==> src/rtl/l1_miss_trace_arbiter_pkg.sv <==
// Shared miss-trace record type and field widths for the L1 miss-trace arbiter.
package l1_miss_trace_arbiter_pkg;
  localparam int PC_W    = 39;
  localparam int SRC_W   = 4;
  localparam int PA_W    = 36;
  localparam int VA_W    = 39;
  localparam int STAMP_W = 64;
  localparam int DROP_W  = 32;

  typedef struct packed {
    logic [PC_W-1:0]    pc;
    logic [SRC_W-1:0]   source;
    logic [PA_W-1:0]    paddr;
    logic [VA_W-1:0]    vaddr;
    logic [STAMP_W-1:0] stamp;
  } trace_rec_t;
endpackage

==> src/rtl/l1_miss_trace_rr_sel.sv <==
// Round-robin selector: first valid requester at or above rr_ptr, modulo NUM_REQ.
module l1_miss_trace_rr_sel #(
  parameter int NUM_REQ = 4,
  parameter int PW      = 2
) (
  input  logic [NUM_REQ-1:0] valid,
  input  logic [PW-1:0]      rr_ptr,
  output logic [NUM_REQ-1:0] grant
);
  logic [PW-1:0] idx;
  logic          found;

  always_comb begin
    grant = '0;
    found = 1'b0;
    idx   = '0;
    for (int k = 0; k < NUM_REQ; k++) begin
      idx = PW'((int'(rr_ptr) + k) % NUM_REQ);
      if (!found && valid[idx]) begin
        grant[idx] = 1'b1;
        found      = 1'b1;
      end
    end
  end
endmodule

==> src/rtl/l1_miss_trace_arbiter.sv <==
// Round-robin arbiter of L1 miss-trace records into a stamped FIFO feeding the trace writer.
// MISS_TRACE_DROP_EN: never backpressure requesters; records granted while full are counted and dropped.
module l1_miss_trace_arbiter
  import l1_miss_trace_arbiter_pkg::*;
#(
  parameter int NUM_REQ = 4,
  parameter int DEPTH   = 8
) (
  input  logic                            clock,
  input  logic                            reset,
  input  logic [NUM_REQ-1:0]              req_valid,
  output logic [NUM_REQ-1:0]              req_ready,
  input  logic [NUM_REQ-1:0][PC_W-1:0]    req_pc,
  input  logic [NUM_REQ-1:0][SRC_W-1:0]   req_source,
  input  logic [NUM_REQ-1:0][PA_W-1:0]    req_paddr,
  input  logic [NUM_REQ-1:0][VA_W-1:0]    req_vaddr,
  input  logic                            trace_en,
  input  logic                            dbg_pop_hold,
  output logic                            out_en,
  output logic [PC_W-1:0]                 out_pc,
  output logic [SRC_W-1:0]                out_source,
  output logic [PA_W-1:0]                 out_paddr,
  output logic [VA_W-1:0]                 out_vaddr,
  output logic [STAMP_W-1:0]              out_stamp,
  output logic [DROP_W-1:0]               drop_cnt
);
  localparam int PW = $clog2(NUM_REQ);
  localparam int AW = $clog2(DEPTH);
  localparam logic [AW:0] DEPTH_C = (AW+1)'(DEPTH);

  logic [PW-1:0]      rr_ptr_q, rr_ptr_d;
  logic [STAMP_W-1:0] cyc_q, cyc_d;
  logic [AW-1:0]      wr_ptr_q, wr_ptr_d, rd_ptr_q, rd_ptr_d;
  logic [AW:0]        count_q, count_d;
  trace_rec_t         mem_q [DEPTH];
  trace_rec_t         push_rec, out_rec;
  logic [NUM_REQ-1:0] sel_valid, sel;
  logic               full, avail, grant_any, push, pop;

  // Full looks only at current occupancy; a same-cycle pop does not free a slot.
  assign full = (count_q == DEPTH_C);
`ifdef MISS_TRACE_DROP_EN
  assign avail = trace_en && !reset;
`else
  assign avail = trace_en && !reset && !full;
`endif
  assign sel_valid = req_valid & {NUM_REQ{avail}};

  l1_miss_trace_rr_sel #(.NUM_REQ(NUM_REQ), .PW(PW)) u_rr_sel (
    .valid  (sel_valid),
    .rr_ptr (rr_ptr_q),
    .grant  (sel)
  );

  assign req_ready = sel;
  assign grant_any = |sel;
  assign push      = grant_any && !full;
  // dbg_pop_hold freezes the writer side so occupancy can be driven to full.
  assign pop       = (count_q != '0) && !dbg_pop_hold && !reset;

  always_comb begin
    push_rec = '0;
    rr_ptr_d = rr_ptr_q;
    for (int i = 0; i < NUM_REQ; i++) begin
      if (sel[i]) begin
        push_rec.pc     = req_pc[i];
        push_rec.source = req_source[i];
        push_rec.paddr  = req_paddr[i];
        push_rec.vaddr  = req_vaddr[i];
        rr_ptr_d        = (i == NUM_REQ-1) ? '0 : PW'(i+1);
      end
    end
    push_rec.stamp = cyc_q;
    cyc_d    = cyc_q + 64'd1;
    wr_ptr_d = wr_ptr_q + AW'(push);
    rd_ptr_d = rd_ptr_q + AW'(pop);
    count_d  = count_q + (AW+1)'(push) - (AW+1)'(pop);
  end

  always_ff @(posedge clock) begin
    if (reset) begin
      rr_ptr_q <= '0;
      cyc_q    <= '0;
      wr_ptr_q <= '0;
      rd_ptr_q <= '0;
      count_q  <= '0;
    end else begin
      rr_ptr_q <= rr_ptr_d;
      cyc_q    <= cyc_d;
      wr_ptr_q <= wr_ptr_d;
      rd_ptr_q <= rd_ptr_d;
      count_q  <= count_d;
    end
  end

  always_ff @(posedge clock) begin
    if (push) mem_q[wr_ptr_q] <= push_rec;
  end

  assign out_rec    = pop ? mem_q[rd_ptr_q] : '0;
  assign out_en     = pop;
  assign out_pc     = out_rec.pc;
  assign out_source = out_rec.source;
  assign out_paddr  = out_rec.paddr;
  assign out_vaddr  = out_rec.vaddr;
  assign out_stamp  = out_rec.stamp;

`ifdef MISS_TRACE_DROP_EN
  logic [DROP_W-1:0] drop_cnt_q, drop_cnt_d;

  always_comb begin
    drop_cnt_d = drop_cnt_q;
    if (grant_any && full && drop_cnt_q != '1) drop_cnt_d = drop_cnt_q + 32'd1;
  end

  always_ff @(posedge clock) begin
    if (reset) drop_cnt_q <= '0;
    else       drop_cnt_q <= drop_cnt_d;
  end

  assign drop_cnt = drop_cnt_q;
`else
  assign drop_cnt = '0;
`endif
endmodule

==> config.mk <==
export PLATFORM = sky130hd
export DESIGN_NAME = l1_miss_trace_arbiter
export DESIGN_NICKNAME = d
export VERILOG_FILES = /design/src/rtl/l1_miss_trace_arbiter_pkg.sv /design/src/rtl/l1_miss_trace_rr_sel.sv /design/src/rtl/l1_miss_trace_arbiter.sv
export SDC_FILE = /design/constraint.sdc
export NUM_CORES = 2
export LEC_CHECK = 0
export ABC_AREA = 1
export BUFFER_PORTS_ARGS = -buffer_cell sky130_fd_sc_hd__buf_2
export CORE_AREA = 2 2 409 411
export DETAILED_ROUTE_END_ITERATION = 8
export DIE_AREA = 0 0 411 413
export GPL_TIMING_DRIVEN = 0
export PLACE_DENSITY_LB_ADDON = 0.1
export SYNTH_ARGS = -nofsm -noshare
export SYNTH_HDL_FRONTEND = slang
export SYNTH_SLANG_ARGS = --single-unit
==> constraint.sdc <==
create_clock -name clock -period 33.9 [get_ports clock]
set_input_delay 3.39 -clock clock [delete_from_list [all_inputs] [get_ports clock]]
set_output_delay 3.39 -clock clock [all_outputs]
set_load 0.005 [all_outputs]
==> run_results.csv <==
group,metric,value,unit
clock_tree,postCtsSetupRepairBufs,0,
min_path,hp-class,"reg2reg",
power_and_ir_drop,power_leakage,28.99,nW
min_path,hold_end,"wr_ptr_q[2]",
critical_path,worstSetupPathType,"in2out",
layout,drive_above_1_share,22.92,%
power_and_ir_drop,vdd_drop_max,0.04595,mV
clock_tree,cts_htree_levels,4,
floorplan,die-height,413,um
sta,fin_skew,0.03517,ns
floorplan,core,165900,um2
sta,holdWs,0.5796,ns
global_route,overflow,0,
critical_path,endpoint_kind,"output port",
synth,synth_top_family_by_area,"compound AO/OA/AOI/OAI gates",
global_route,grt_first_pass_wirelength,319300,um
routing,wl_per_cell,25.41,um
placed_design,gp_congestion,0.9226,
floorplan,io_pins,699,
global_route,first_global_vias,46405,
critical_path,r2r_slack,29.09,ns
power_and_ir_drop,p_total,0.006678,W
layout,fin_util,47.57,%
sta,finalSetupViolations,0,
synth,yosys_most_used_dff,"edfxtp_1",
floorplan,rows,150,
critical_path,cp_max_fo,10,
global_route,antenna_found_initial,8,
synth,synth.distinct_cells,40,
sta,min_period_over_period,31.26,%
synth,ys_ff_latch,1532,
synth,netlist_area,65910,um2
routing,drc,0,
placed_design,dp_slack,23.35,ns
critical_path,slowest_stage,"nor3_1",
critical_path,crit_chain,"buf_2 -> clkbuf_1 -> inv_1 -> nand2_1 -> nor2_1 -> inv_1 -> clkbuf_1 -> clkbuf_1 -> nor3_1 -> buf_2",
synth,synth_mux_area_share,0,%
clock_tree,clock_latency,0.79,ns
clock_tree,cts.sinks,1532,
sta,rsz0062_at_grt,"no",
critical_path,worstReg2RegStart,"rr_ptr_q[0]",
synth,syn_avg_cell_area,11.78,um2
sta,setup_slack,23.30,ns
routing,drt_iter0_drc,4542,
clock_tree,cts_hold_buffers,0,
placed_design,io_buffers,666,
synth,netlist_instances,5597,
status,violations,"max-capacitance violations, max-slew violations",
run,drv_cap,1,
floorplan,dieArea,169700,um2
critical_path,crit_top_cell,"clkbuf_1",
routing,drt-total-wl,225200,um
routing,ant_nets,0,
routing,via_count,48112,
sta,hold_violations,0,
sta,slew_viol_final,11,
min_path,hp-start,"wr_ptr_q[2]",
layout,area_delta_synth_final,19.73,%
power_and_ir_drop,power_density,84.61,nW/um2
clock_tree,cts_resized,0,
sta,tightest_slew,1.530,ns
synth,synthSimpleGateAreaFrac,12.83,%
floorplan,fp.dieW,411,um
critical_path,reg2reg_depth,16,
clock_tree,clk_pin_slew_worst_paths,0.06,ns
critical_path,crit_buf_inv,7,
synth,ys_seq_area_share,68.64,%
critical_path,crit_path_max_incr_delay,0.86,ns
status,status,"complete, but fails checks",
critical_path,r2r-end,"mem_q[7][94]",
sta,fmax,94.35,MHz
min_path,min_path_cells,2,
synth,synth_compound_area_share,13.20,%
synth,yosys.area_share.xor_xnor,0.1993,%
critical_path,worst_ep_required_time,30.51,ns
global_route,grt_max_degree,27,
synth,async_flop_share,0,%
layout,nets,7029,
routing,first_pass_iters,6,
layout,layout_commonest_cell,"edfxtp_1",
clock_tree,cts_buffer_depth,3,
floorplan,initial_core_util,39.73,%
synth,synth_fa_ha_area_share,0.3531,%
clock_tree,cts-root-buf,"clkbuf_16",
critical_path,crit_family,"buffers and inverters",
critical_path,critical_path_arrival,7.21,ns
sta,period_needed,10.60,ns
sta,tns,0,ns
placed_design,place_hpwl,153500,um
critical_path,critPathLaunchType,"input pin",
synth,synth-edff-count,1456,
routing,viasPerCell,5.428,
global_route,grtUsageTotal,25.83,%
sta,max_slew_margin,-1.977,%
layout,final_cell_mix,"edfxtp_1 (1,456), nor2_1 (1,160), o21ai_0 (751)",
clock_tree,cts_buffers,165,
clock_tree,cts_tree,"built",
synth,yosys_warnings,0,
-- worst min-delay path, delay by kind of cell, from the launching register on --
| family | cells | cell delay (ns) |
|---|---|---|
| xor gates and xnor gates | 1 | 0.09 |
| and+or+nand+nor | 1 | 0.07 |
| DFF | 1 | 0.38 |
-- stage by stage --
stage,std cells,instance area [um2]
after floorplan,5628,66030
after global placement,8498,72120
after detailed placement,8568,73700
after CTS,8862,78920
after global routing,8862,78920
final,8863,78920
-- registers in the layout, indices dropped and copies added, names as in the netlist --
register  count
wr_ptr_q      3
mem_q      1456
cyc_q        64
rd_ptr_q      3
count_q       4
rr_ptr_q      2
-- synth_stat cells, types with 2 or more instances --
master	number	share of area (%)
buf_2	59	0.45
buf_1	15	0.085
nor2_1	1168	6.7
nand3_1	167	1.3
nor4_1	11	0.10
nand2_2	5	0.047
or2_0	69	0.65
nor3_1	225	1.7
o221a_2	364	6.2
o21a_1	4	0.046
xnor2_1	6	0.080
clkinv_1	17	0.097
xor2_1	9	0.12
o21ai_0	751	5.7
nand3_2	2	0.030
edfxtp_1	1456	66
nor2_2	26	0.25
buf_6	7	0.12
ha_1	17	0.32
a31oi_1	3	0.028
nand2_1	229	1.3
nor2_4	2	0.034
a21oi_1	156	1.2
nand4_1	17	0.16
clkbuf_1	304	1.7
nand2_4	2	0.034
inv_1	329	1.9
dfxtp_1	76	2.3
nor3b_1	2	0.023
inv_2	5	0.028
and3_1	2	0.019
or2_2	51	0.48
buf_4	34	0.39
-- worst max-delay path by stage --
stage / start / to / slack, ns / cells past startpoint
floorplan: trace_en / mem_q[0][0] / 20.89 / 15
global placement: trace_en / mem_q[1][133] / 10.89 / 15
detailed placement: reset / out_stamp[58] / 23.35 / 10
CTS: reset / out_stamp[58] / 23.33 / 10
global route: reset / out_stamp[58] / 23.14 / 10
finish: reset / out_stamp[57] / 23.30 / 10
-- logic make-up after synthesis --
group,count (synthesis)
flip-flops,1532
adder cells (fa/ha/maj),18
other,1
buffers and inverters,770
AND/OR/NAND/NOR,1981
AO/OA/AOI/OAI,1280
XOR/XNOR,15
-- where the power goes --
part           total, W  switching, W  internal (W)
clock network   0.00176      0.000734       0.00102
registers       0.00280     0.0000466       0.00275
logic           0.00213       0.00154      0.000584
-- cell type report --
type | count | area (um2)
Sequential cell | 1532 | 45240
Tap cell | 2204 | 2758
Fill cell | 15224 | 86990
Buffer | 419 | 1837
Clock inverter | 66 | 658.1
Multi-Input combinational cell | 3326 | 17700
Clock buffer | 228 | 4563
Timing Repair Buffer | 736 | 4840
Antenna cell | 1 | 2.502
Inverter | 351 | 1318
-- per-layer routing --
metal	routed length (um)	vias to the layer above	GRT usage, %
li1	-	22076	-
met1	97070	24017	35.68
met2	107200	1737	42.46
met3	15320	282	3.954
met4	5583	0	6.985
met5	0	-	0
(Power assumes the default switching activity.)
